===== src/rtl/line_matrix_programmer_if.sv =====
// Control and matrix-line bundle for the line-matrix programmer.
// The master drives the request side; the slave drives the matrix lines.
interface line_matrix_programmer_if #(
  parameter int N_OUT = 9,
  parameter int SEL_W = 4
);
  logic                   start;
  logic [N_OUT*SEL_W-1:0] route_map;
  logic [N_OUT-1:0]       route_en;
  logic                   busy;
  logic                   done;
  logic                   err_sel;
  logic                   lm_clk;
  logic                   lm_rstn;
  logic [SEL_W-1:0]       lm_input_select;
  logic [SEL_W-1:0]       lm_output_select;

  modport master (
    output start, route_map, route_en,
    input  busy, done, err_sel,
    input  lm_clk, lm_rstn,
    input  lm_input_select, lm_output_select
  );

  modport slave (
    input  start, route_map, route_en,
    output busy, done, err_sel,
    output lm_clk, lm_rstn,
    output lm_input_select, lm_output_select
  );
endinterface


===== src/rtl/line_matrix_programmer.sv =====
// Line-matrix programmer: clears the matrix, then strobes
// one route per enabled table entry into it.
module line_matrix_programmer #(
  parameter int N_OUT      = 9,
  parameter int N_IN       = 8,
  parameter int SEL_W      = 4,
  parameter int RST_CYCLES = 4,
  parameter int HALF_PER   = 2
) (
  input logic clk,
  input logic rstn,
  line_matrix_programmer_if.slave bus
);

  localparam int JW = $clog2(N_OUT) + 1;
  localparam int CW = $clog2(RST_CYCLES + HALF_PER) + 1;

  typedef enum logic [2:0] {
    IDLE, CLEAR, EVAL, SETUP, STROBE, DONE
  } state_t;

  state_t                 state;
  logic [N_OUT*SEL_W-1:0] map_q;
  logic [N_OUT-1:0]       en_q;
  logic [JW-1:0]          j;
  logic [CW-1:0]          cnt;
  logic                   busy;
  logic                   done;
  logic                   err_sel;
  logic                   lm_clk;
  logic                   lm_rstn;
  logic [SEL_W-1:0]       in_sel;
  logic [SEL_W-1:0]       out_sel;
  logic                   legal;
  logic                   last;

  // Snapshot is shifted down each EVAL, so entry j always sits at bit 0.
  assign legal = {1'b0, map_q[SEL_W-1:0]} < (SEL_W+1)'(N_IN);
  assign last  = (j == JW'(N_OUT - 1));

  assign bus.busy             = busy;
  assign bus.done             = done;
  assign bus.err_sel          = err_sel;
  assign bus.lm_clk           = lm_clk;
  assign bus.lm_rstn          = lm_rstn;
  assign bus.lm_input_select  = in_sel;
  assign bus.lm_output_select = out_sel;

  // Sequencer: clear, then evaluate/setup/strobe per entry.
  always_ff @(posedge clk or negedge rstn) begin
    if (!rstn) begin
      state   <= IDLE;
      map_q   <= '0;
      en_q    <= '0;
      j       <= '0;
      cnt     <= '0;
      busy    <= 1'b0;
      done    <= 1'b0;
      err_sel <= 1'b0;
      lm_clk  <= 1'b0;
      lm_rstn <= 1'b0;
      in_sel  <= '0;
      out_sel <= '0;
    end else begin
      done <= 1'b0;
      unique case (state)
        IDLE: begin
          lm_clk <= 1'b0;
          if (bus.start) begin
            map_q   <= bus.route_map;
            en_q    <= bus.route_en;
            err_sel <= 1'b0;
            j       <= '0;
            cnt     <= '0;
            busy    <= 1'b1;
            lm_rstn <= 1'b0;
            state   <= CLEAR;
          end
        end
        CLEAR: begin
          if (cnt == CW'(RST_CYCLES - 1)) begin
            cnt     <= '0;
            lm_rstn <= 1'b1;
            state   <= EVAL;
          end else begin
            cnt <= cnt + 1'b1;
          end
        end
        EVAL: begin
          en_q  <= en_q >> 1;
          map_q <= map_q >> SEL_W;
          if (en_q[0] && !legal) begin
            err_sel <= 1'b1;
          end
          if (en_q[0] && legal) begin
            in_sel  <= map_q[SEL_W-1:0];
            out_sel <= SEL_W'(j);
            cnt     <= '0;
            state   <= SETUP;
          end else if (last) begin
            busy  <= 1'b0;
            done  <= 1'b1;
            state <= DONE;
          end else begin
            j <= j + 1'b1;
          end
        end
        SETUP: begin
          if (cnt == CW'(HALF_PER - 1)) begin
            cnt    <= '0;
            lm_clk <= 1'b1;
            state  <= STROBE;
          end else begin
            cnt <= cnt + 1'b1;
          end
        end
        STROBE: begin
          if (cnt == CW'(HALF_PER - 1)) begin
            cnt    <= '0;
            lm_clk <= 1'b0;
            if (last) begin
              busy  <= 1'b0;
              done  <= 1'b1;
              state <= DONE;
            end else begin
              j     <= j + 1'b1;
              state <= EVAL;
            end
          end else begin
            cnt <= cnt + 1'b1;
          end
        end
        DONE: begin
          state <= IDLE;
        end
        default: begin
          state <= IDLE;
        end
      endcase
    end
  end

endmodule

===== src/flat_wrapper.sv =====
// flat-port wrapper written by rule: the top's interface ports become plain ports
module line_matrix_programmer_flat 
#(
  parameter int N_OUT      = 9,
  parameter int N_IN       = 8,
  parameter int SEL_W      = 4,
  parameter int RST_CYCLES = 4,
  parameter int HALF_PER   = 2
)
  (clk, rstn, bus_start, bus_route_map, bus_route_en, bus_busy, bus_done, bus_err_sel, bus_lm_clk, bus_lm_rstn, bus_lm_input_select, bus_lm_output_select);
  line_matrix_programmer_if #(.N_OUT(N_OUT), .SEL_W(SEL_W)) bus_i ();
  input logic clk;
  input logic rstn;
  input wire logic [$bits(bus_i.start)-1:0] bus_start;
  input wire logic [$bits(bus_i.route_map)-1:0] bus_route_map;
  input wire logic [$bits(bus_i.route_en)-1:0] bus_route_en;
  output wire logic [$bits(bus_i.busy)-1:0] bus_busy;
  output wire logic [$bits(bus_i.done)-1:0] bus_done;
  output wire logic [$bits(bus_i.err_sel)-1:0] bus_err_sel;
  output wire logic [$bits(bus_i.lm_clk)-1:0] bus_lm_clk;
  output wire logic [$bits(bus_i.lm_rstn)-1:0] bus_lm_rstn;
  output wire logic [$bits(bus_i.lm_input_select)-1:0] bus_lm_input_select;
  output wire logic [$bits(bus_i.lm_output_select)-1:0] bus_lm_output_select;
  assign bus_i.start = bus_start;
  assign bus_i.route_map = bus_route_map;
  assign bus_i.route_en = bus_route_en;
  assign bus_busy = bus_i.busy;
  assign bus_done = bus_i.done;
  assign bus_err_sel = bus_i.err_sel;
  assign bus_lm_clk = bus_i.lm_clk;
  assign bus_lm_rstn = bus_i.lm_rstn;
  assign bus_lm_input_select = bus_i.lm_input_select;
  assign bus_lm_output_select = bus_i.lm_output_select;
  line_matrix_programmer #(.N_OUT(N_OUT), .N_IN(N_IN), .SEL_W(SEL_W), .RST_CYCLES(RST_CYCLES), .HALF_PER(HALF_PER)) u_core (.clk(clk), .rstn(rstn), .bus(bus_i));
endmodule

===== config.mk =====
export PLATFORM = sky130hd
export DESIGN_NAME = line_matrix_programmer_flat
export DESIGN_NICKNAME = d
export VERILOG_FILES = /design/src/rtl/line_matrix_programmer_if.sv /design/src/rtl/line_matrix_programmer.sv /design/src/flat_wrapper.sv
export SDC_FILE = /design/constraint.sdc
export NUM_CORES = 1
export LEC_CHECK = 0
export ABC_AREA = 1
export CORE_AREA = 2 2 90 92
export DETAILED_ROUTE_END_ITERATION = 12
export DIE_AREA = 0 0 92 94
export MAX_ROUTING_LAYER = met4
export PLACE_DENSITY = 0.75
export SLEW_MARGIN = 20
export SYNTH_ARGS = -nofsm -noshare
export SYNTH_HDL_FRONTEND = slang
export SYNTH_SLANG_ARGS = --single-unit

===== constraint.sdc =====
create_clock -name clk -period 1.8 [get_ports clk]
set_input_delay 0.27 -clock clk [delete_from_list [all_inputs] [get_ports clk]]
set_output_delay 0.27 -clock clk [all_outputs]
set_load 0.1 [all_outputs]

==> flow_summary.rst <==
.. list-table::
   :header-rows: 1

   * - Metric
     - Value
   * - Status
     - complete, no violations
   * - Initial Utilization
     - 44.6%
   * - Cell type with the largest total area after synthesis
     - sky130_fd_sc_hd__dfrtp_1
   * - Floorplan row count
     - 32
   * - Drc violations
     - 0
   * - Root Driver
     - sky130_fd_sc_hd__clkbuf_8
   * - Post-place instance area
     - between 0.004 and 0.005 mm²
   * - Type of destination of the critical path
     - flip-flop
   * - Classification of the worst setup path
     - reg -> reg
   * - Clock edge transition at the registers on the reported setup and hold paths
     - 0.08 ns
   * - Clk buf depth
     - 2
   * - Overall die height
     - 94 µm
   * - Reg-to-reg setup timing slack
     - 0.18 ns
   * - Number of cells on the worst reg-to-reg path
     - 9
   * - Final slew viol count
     - 0
   * - Sw power
     - between 3000 and 4000 µW
   * - Clk Latency, worst-skew pair
     - around 0.34 ns
   * - Distinct cell type count of the synthesized netlist
     - 25
   * - Number of global-route vias before repair
     - roughly 2800
   * - Sequential power share
     - 35.3%
   * - Number of hold-repair buffers added at the cts stage
     - 1
   * - Worst slew slack as a fraction of its limit
     - between 60% and 70%
   * - Internal Power
     - 4220 µW
   * - Switching Share
     - 44.4%
   * - RSZ-0062 raised after global routing
     - no
   * - Total leakage power
     - 0.00207 µW
   * - Kind of start point of the critical path
     - flip-flop
   * - Final Core Density
     - 57.7%
   * - Cell types occupying the most area after synthesis
     - sky130_fd_sc_hd__dfrtp_1, sky130_fd_sc_hd__nand2_1, sky130_fd_sc_hd__o21ai_0, sky130_fd_sc_hd__nor2_1, sky130_fd_sc_hd__o21ai_1
   * - Nets
     - ~540
   * - Max-Cap Viols
     - 0
   * - Antenna violations before repair
     - 0
   * - Average vias per placed instance
     - 5.08
   * - Most frequent standard cell in the layout excluding fill and tap cells
     - sky130_fd_sc_hd__nand2_1
   * - Most frequent cells in the layout
     - sky130_fd_sc_hd__nand2_1, sky130_fd_sc_hd__dfrtp_1, sky130_fd_sc_hd__nor2_1
   * - Dominant cell type by count on the critical path
     - sky130_fd_sc_hd__nand2_1
   * - Total of buffers placed on input and output ports
     - 60
   * - Endpoint required time on the critical path
     - 2.03 ns
   * - Slowest-stage cell, CP
     - sky130_fd_sc_hd__dfrtp_1
   * - Mean post-synth cell area
     - 7.97 µm²
   * - Cells after DPL
     - ~580
   * - Post-CTS setup buffers
     - 0
   * - Cells traversed along the worst timing path
     - inv_1 > ha_1 > nand2_1 > nor2_1 > nor2_1 > nor2_1 > nand2_1 > nand2_1 > nand2_1
   * - Initial DRT Pass Iterations
     - 4
   * - Capture instance of the worst register-to-register path
     - u_core.state[1]$_DFFE_PN0P_
   * - Post-DP HPWL
     - between 5000 and 6000 µm
   * - Count of endpoints failing hold in the final timing report
     - 0
   * - Syn nets
     - approximately 480
   * - Number of vias after detailed routing
     - 3025
   * - Period Utilization, post-route
     - 90.2%
   * - Die area
     - 0.00865 mm²
   * - Power Dens Cells
     - 1730 mW/mm²
   * - Reg-to-reg critical path startpoint
     - u_core.j[0]$_DFFE_PN0P_
   * - Maximum fanout along the worst path
     - 6
   * - Number of standard cells in the layout, taps in and fillers out
     - 595
   * - Clock sink count
     - 70
   * - Average wire per standard cell
     - 12.5 µm
   * - Global-route wire length before repair
     - 13000 µm
   * - Post-route minimum period
     - approximately 1.6 ns
   * - Number of warnings issued by yosys
     - 0
   * - Layout cell share with drive strength beyond 1
     - 9.94%
   * - Post-Synthesis Cells
     - 426
   * - Global-route usage over all layers
     - about a fifth
   * - Critical path data arrival time
     - around 1.9 ns
   * - Number of endpoints failing setup at the final stage
     - 0
   * - Area share of the largest cell type after synthesis
     - 51.6%
   * - Synthesis-to-layout area growth
     - 29.2%
   * - Maximum number of pins on one net before global-route repair
     - 45
   * - Slowest stage delay, CP
     - 0.44 ns
   * - Final wirelength
     - 7450 µm
   * - H-tree level count
     - 3
   * - Clock network power share
     - 19.0%
   * - Logic gate share of total power
     - around 46%
   * - IO Pins
     - 61
   * - Max rail drop VDD
     - 0.642 mV
   * - Yosys reg bits
     - 70
   * - Clock tree from TritonCTS
     - yes
   * - Diodes inserted
     - 0
   * - # resized after CTS
     - 0
   * - Final TNS setup
     - 0 ns
   * - Remaining number of nets flagged by the antenna check after routing
     - 0
   * - Skew final
     - roughly 0.011 ns
   * - Drt first-iter violations
     - 203
   * - GP Congestion
     - approximately 0.87
   * - CTS Buf Count
     - 9
   * - Worst-Margin Slew
     - 0.483 ns
   * - Grt total ovfl
     - 0
   * - Achievable frequency
     - 0.616 GHz
   * - Post-Layout Inst Area
     - 0.00439 mm²
   * - Area of the placeable core
     - 0.00761 mm²
   * - Die Width
     - 92 µm
   * - Class of the tightest hold or removal check
     - in -> async
   * - Post-synthesis sequential area ratio
     - 51.6%
   * - Summed instance area of the synthesized netlist
     - 0.00339 mm²
## how the worst max path moves through the flow
stage	startpoint	to	slack, ns	cells past startpoint
after floorplan	u_core.j[0]$_DFFE_PN0P_	u_core.state[1]$_DFFE_PN0P_	0.46	9
after global placement	bus_start	u_core.state[1]$_DFFE_PN0P_	0.23	7
after detailed placement	bus_start	u_core.state[1]$_DFFE_PN0P_	0.20	7
after CTS	u_core.j[0]$_DFFE_PN0P_	u_core.state[1]$_DFFE_PN0P_	0.21	9
after global routing	u_core.j[0]$_DFFE_PN0P_	u_core.state[1]$_DFFE_PN0P_	0.06	9
final	u_core.j[0]$_DFFE_PN0P_	u_core.state[1]$_DFFE_PN0P_	0.18	9
## cell type report
type	count	area, µm²
clock inverters	6	95.1
fillers	702	3220
repair buffers	72	743
inverters	25	96.3
multi-input cells	310	1440
well taps	102	128
flip-flops and latches	70	1750
clock buffers	10	138
## critical path, delay by kind of cell (launching register included)
kind | cells | cell delay [ns]
flops | 1 | 0.44
buf+inv | 1 | 0.10
fa+ha+maj | 1 | 0.19
simple gates | 7 | 0.78
## metrics by stage
| step | power [µW] | setup WS [ns] | hold WS, ns |
|---|---|---|---|
| 3_5_place_dp | 6160 | 0.198 | 0.250 |
| 5_1_grt | 8200 | 0.0618 | 0.446 |
| 6_report | 7580 | 0.176 | 0.415 |
| 3_3_place_gp | 6070 | 0.230 | 0.250 |
| 2_1_floorplan | 5200 | 0.461 | -0.0256 |
| 4_1_cts | 7620 | 0.211 | 0.419 |
## power by group through the flow
stage	Sequential (µW)	Combinational (µW)	Clock, µW
after floorplan	3220	1990	0
after global placement	2680	3390	0
after detailed placement	2690	3470	0
after CTS	2670	3490	1460
after global routing	2760	3910	1540
final	2670	3470	1440
## logic make-up (layout without fill, tap and decap cells)
group	count (synthesis)	in the layout	synth area share [%]
adders and majority gates	5	5	1.84
and+or+nand+nor	203	203	24.4
buffers and inverters	46	113	6.12
DFF	70	70	51.6
AOI/OAI and AO/OA	99	99	15.2
xor gates and xnor gates	3	3	0.774
## per-layer routing
metal  GRT usage, %  wire length (µm)  part of all wire (%)
met3           4.49               450                   6.0
met2           29.2              3360                    45
met4           5.22                31                  0.42
met1           26.8              3600                    48
met5              -                 0                     0
## sequential cells by signal, indices dropped and copies added, names as in the netlist
name                         cells
u_core.en_q                      9
u_core.bus.lm_rstn               1
u_core.bus.err_sel               1
u_core.j                         5
u_core.map_q                    36
u_core.bus.lm_input_select       4
u_core.bus.lm_clk                1
u_core.bus.busy                  1
u_core.bus.lm_output_select      4
u_core.cnt                       4
u_core.bus.done                  1
u_core.state                     3
## synth_stat cells (all sizes together)
cell	instances
a21oi	2
buf	13
clkbuf	8
dfrtp	70
ha	5
inv	25
nand2	115
nand3	22
nand4	9
nor2	57
o21a	1
o21ai	91
o21bai	1
o22ai	4
xnor2	2
xor2	1
No activity file was read; power rests on OpenSTA's default activity.
==> variant 1 (same settings) <==
Encoding of `state_t`: now one-hot (6 bits for 6 states).
--- a/src/rtl/line_matrix_programmer.sv
+++ b/src/rtl/line_matrix_programmer.sv
@@ -15,8 +15,8 @@
   localparam int JW = $clog2(N_OUT) + 1;
   localparam int CW = $clog2(RST_CYCLES + HALF_PER) + 1;
 
-  typedef enum logic [2:0] {
-    IDLE, CLEAR, EVAL, SETUP, STROBE, DONE
+  typedef enum logic [5:0] {
+    IDLE = 6'b000001, CLEAR = 6'b000010, EVAL = 6'b000100, SETUP = 6'b001000, STROBE = 6'b010000, DONE = 6'b100000
   } state_t;
 
   state_t                 state;
Check against the original RTL: same outputs for any inputs over 10 cycles, from zero or initial values and one cycle with rstn low; not proved beyond that.
==> variant 1 against the original RTL <==
- fmax is 2.0% lower
- setup slack worse by 0.033 ns
- die area stayed put
- non-clock buffer count is 2 higher
- final cell count is 1.7% higher
- final area is 13% higher
- power is 4.4% lower
- routed wire length is 6.1% higher
- area after synthesis is 19% higher
- sequential cell count is 3 higher
- critical path type unchanged
==> variant 1: results (changes against the original RTL) <==
The run finished with clean final reports. The capture instance of the worst register-to-register path is u_core.map_q[19]. The count of TritonRoute iterations in the first routing pass came to 4 (unchanged). In the post-synthesis netlist, the biggest area contributors are sky130_fd_sc_hd__dfrtp_1 45%, sky130_fd_sc_hd__o211ai_2 11%, sky130_fd_sc_hd__nand2_1 9.2%. The total of cells resized after clock tree synthesis is 0 (unchanged). In this run the clock root is driven by a sky130_fd_sc_hd__clkbuf_8. The worst slew margin relative to its limit is 0.733 (+0.0551). The count of distinct cell types in the synthesized netlist is 33 (+32%). The share of the cycle needed by the critical path after routing came out at 0.920 (+0.0184). The wire length of the first global-routing pass came to 13700 um (+4.9%). The vias after detailed routing came out at 3005 (-0.66%). The sequential cell area fraction in the yosys report is 0.453 (-0.0627).

The most critical setup path has its startpoint at u_core.state[5]. The number of antenna diodes came out at 0 (unchanged). The worst slack at placement is 0.127 ns (-0.0701 ns). The clock latency on the worst-skew pair came out at 0.35 ns. The final weighted congestion in routability-driven placement came to 0.854 (-1.4%). The adder-cell share of the synthesized area came out at 0.0155 (-0.00292). The slowest stage of the critical path belongs to the cell sky130_fd_sc_hd__dfrtp_1.

The worst setup path is launched from a flip-flop. Grouping stages by cell kind, the critical path spends the most delay in simple AND/OR/NAND/NOR gates. The minimum setup slack among reg-to-reg paths is 0.14 ns (-0.03 ns). The filler cell count came out at 622 (-11%).

The largest registers in the layout are u_core.map_q (36), u_core.en_q (9), u_core.state (6). The post-synthesis compound-gate area fraction is 0.223 (+0.0705). The maximum number of pins on one net before global-route repair is 74 (+64%). The arrival time at the worst endpoint is 1.90 ns (+0.05 ns). The violation count after the first detailed-route iteration came to 124 (-39%).

The largest clock skew in the final design is 0.00964 ns (-0.00104 ns). The total placed instance area came out at 0.00474 mm2 (+14%). The total of hold buffers inserted after clock tree synthesis came out at 1 (unchanged). In this run the worst hold path is classified as in -> async.

The largest driver fanout on the critical path is 20 (+14). The number of nets in the finished design came out at 551 (+1.8%). The placed instance count is 588 (+1.7%).

The number of cell instances on the worst register-to-register path is 7 (-2). The fraction of layout instances using a drive strength above 1 is 0.268 (+0.169). The count of placed standard cells in the final layout, fillers left out came out at 605 (+1.7%).

The deepest level of the CTS H-tree is 3 (unchanged). By count the netlist is led by 99 x sky130_fd_sc_hd__nand2_1, 72 x sky130_fd_sc_hd__dfrtp_1, 67 x sky130_fd_sc_hd__inv_1, 34 x sky130_fd_sc_hd__o211ai_2, 34 x sky130_fd_sc_hd__o21ai_2. The mean instance size in the synthesized netlist came out at 9.33 um2 (+17%). The combined area of the multi-input logic cells came out at 0.00173 mm2 (+21%). The half-perimeter wire length of the detailed placement result was 5730 um (+8.4%). The delay of the slowest cell on the worst path came out at 0.41 ns (-0.03 ns). The fraction of power spent switching nets was 0.426 (-0.0171). The static leakage is 2.23 nW (+7.7%). The worst-case vdd ir drop is 0.625 mV (-2.7%). The synthesized net count is 485 (+1.3%). The aggregate global-route resource usage came out at 0.206 (+0.0116). The final wirelength came out at 7910 um (+6.1%).

The post-synthesis xor/xnor area fraction is 0.0109 (+0.00312). The timing endpoint of the critical path is u_core.map_q[19].
[variant 1: cell count changes after synthesis, moves of 6 or more]
cell,unedited run,this run
sky130_fd_sc_hd__o21ai_0,54,14
sky130_fd_sc_hd__o21ai_1,36,6
sky130_fd_sc_hd__nand2_1,113,99
sky130_fd_sc_hd__clkbuf_1,8,0
sky130_fd_sc_hd__o211ai_2,0,34
sky130_fd_sc_hd__nand4_1,9,3
sky130_fd_sc_hd__nor2_1,56,23
sky130_fd_sc_hd__inv_1,22,67
sky130_fd_sc_hd__o21ai_2,0,34
[variant 1: layout make-up]
| class | instances | area share |
|---|---|---|
| Inverter | 71 | 0.0539 |
| Clock buffer | 9 | 0.0251 |
| Multi-Input combinational cell | 269 | 0.350 |
| Tap cell | 102 | 0.0258 |
| Sequential cell | 73 | 0.370 |
| Timing Repair Buffer | 74 | 0.161 |
| Clock inverter | 7 | 0.0142 |
[variant 1: worst min-delay path by stage]
stage               from  depth (start not counted)          endpoint  slack [ns]
floorplan           rstn                          0   u_core.bus.busy       -0.03
global placement    rstn                          2  u_core.map_q[18]        0.33
detailed placement  rstn                          2  u_core.map_q[18]        0.33
CTS                 rstn                          3  u_core.map_q[18]        0.49
global route        rstn                          3  u_core.map_q[18]        0.51
finish              rstn                          3  u_core.map_q[18]        0.46
[variant 1: power groups by stage]
| stage | Combinational, mW | Sequential [mW] | Clock (mW) |
|---|---|---|---|
| finish | 3.46 | 2.51 | 1.28 |
| CTS | 3.50 | 2.51 | 1.31 |
| floorplan | 2.48 | 2.84 | 0 |
| detailed placement | 3.48 | 2.55 | 0 |
| global route | 3.83 | 2.57 | 1.37 |
| global placement | 3.39 | 2.52 | 0 |
[variant 1: layer usage]
metal  track usage  share of wire
met1         0.259           0.46
met2         0.341           0.49
met3        0.0289          0.033
met4        0.0796          0.014
met5             -              0
==> variant 2 (same settings) <==
Without the edit above. `SEL_W` is set to 4 in 3 places; all go to 5.
--- a/src/rtl/line_matrix_programmer_if.sv
+++ b/src/rtl/line_matrix_programmer_if.sv
@@ -2,7 +2,7 @@
 // The master drives the request side; the slave drives the matrix lines.
 interface line_matrix_programmer_if #(
   parameter int N_OUT = 9,
-  parameter int SEL_W = 4
+  parameter int SEL_W = 5
 );
   logic                   start;
   logic [N_OUT*SEL_W-1:0] route_map;
--- a/src/rtl/line_matrix_programmer.sv
+++ b/src/rtl/line_matrix_programmer.sv
@@ -3,7 +3,7 @@
 module line_matrix_programmer #(
   parameter int N_OUT      = 9,
   parameter int N_IN       = 8,
-  parameter int SEL_W      = 4,
+  parameter int SEL_W      = 5,
   parameter int RST_CYCLES = 4,
   parameter int HALF_PER   = 2
 ) (
--- a/src/flat_wrapper.sv
+++ b/src/flat_wrapper.sv
@@ -3,7 +3,7 @@
 #(
   parameter int N_OUT      = 9,
   parameter int N_IN       = 8,
-  parameter int SEL_W      = 4,
+  parameter int SEL_W      = 5,
   parameter int RST_CYCLES = 4,
   parameter int HALF_PER   = 2
 )
Ports: changed (resized bus_lm_input_select, bus_lm_output_select and bus_route_map); port bits go from 61 to 72. The function was not compared with the original's and may differ.
==> variant 2 against the original RTL <==
- critical path depth stayed put
- final area is 14% higher
- power is 9.1% higher
- routed wire length is 21% higher
- setup slack worse by 0.0027 ns
- area after synthesis is 15% higher
- largest power group unchanged
- highest routed layer unchanged
- sequential cell count is 11 higher
- clock power is 8% lower
==> variant 2: results (changes against the original RTL) <==
In the final layout, the registers with the most flip-flops are u_core.map_q (45), u_core.en_q (9). The number of clock buffers in the layout is 11 (+1). The post-synthesis xor/xnor area fraction was 0.0112 (+0.00347). The combinational-cell power consumption was 3.93 mW (+13%). The worst slack at placement is 0.188 ns (-0.00916 ns). The total placed instance area is 0.00480 mm2 (+16%). The routing usage on met1 came out at 0.297 (+0.0289). The gate count after technology mapping came out at 477 (+12%). The count of plain and timing-repair buffers in the layout is 87 (+21%). The count of distinct cell types in the synthesized netlist is 23 (-8.0%). By count the netlist is led by 81 x sky130_fd_sc_hd__dfrtp_1, 77 x sky130_fd_sc_hd__nand2_1, 72 x sky130_fd_sc_hd__nand3_1, 61 x sky130_fd_sc_hd__nor2_1, 60 x sky130_fd_sc_hd__o21ai_1. The per-cell routed wire length is 13.9 um (+11%). The routing usage on met3 is 0.0385 (-0.00642). The synthesized net count is 539 (+13%). The worst slew margin relative to its limit came out at 0.644 (-0.0336). The clock network contribution to total cell area is 0.0392 (-0.0138). The count of TritonRoute iterations in the first routing pass is 5 (+1).

The half-perimeter wire length of the detailed placement result is 6320 um (+20%). The length of routed met3 wiring came out at 543 um (+21%). From synthesis to final layout, the design area changed by 28.3%. The arrival time at the worst endpoint is 1.92 ns (+0.07 ns). The number of vias per cell after detailed routing is 5.43 (+6.8%).

The fraction of area in registers is 0.405 (+0.00538). The wire length of the first global-routing pass is 15100 um (+16%). The largest driver fanout on the critical path is 5 (-1).

The largest clock skew in the final design came out at 0.00960 ns (-0.00108 ns). By area the synthesized netlist is led by sky130_fd_sc_hd__dfrtp_1 52%, sky130_fd_sc_hd__nand3_1 9.2%, sky130_fd_sc_hd__o21ai_1 7.7%. The aggregate global-route resource usage came out at 0.226 (+0.0320).

The sequential cell area fraction in the yosys report is 0.519 (+0.00303). The run finished with clean final reports. The maximum number of pins on one net before global-route repair came out at 50 (+11%).

The combined area of the multi-input logic cells came out at 0.00166 mm2 (+15%).
==> variant 2: cell count changes in the layout (fill, tap and decap cells not counted), moves of 5 or more <==
cell | before | now
sky130_fd_sc_hd__clkdlybuf4s50_1 | 46 | 55
sky130_fd_sc_hd__nor2_1 | 56 | 61
sky130_fd_sc_hd__o21ai_1 | 36 | 60
sky130_fd_sc_hd__nand3_1 | 21 | 72
sky130_fd_sc_hd__dfrtp_1 | 70 | 81
sky130_fd_sc_hd__nand2_1 | 113 | 76
sky130_fd_sc_hd__o21ai_0 | 54 | 48
==> variant 2: final timing paths <==
kind	endpoint	slack (ns)	depth (start not counted)
worst max register to register	u_core.j[3]	0.17	9
worst min register to register	u_core.bus.busy	0.48	2
min in group clk	u_core.bus.busy	0.48	2
worst min-delay path	u_core.cnt[0]	0.44	2
worst max-delay path	u_core.j[3]	0.17	9
max in group asynchronous	u_core.map_q[21]	0.79	3
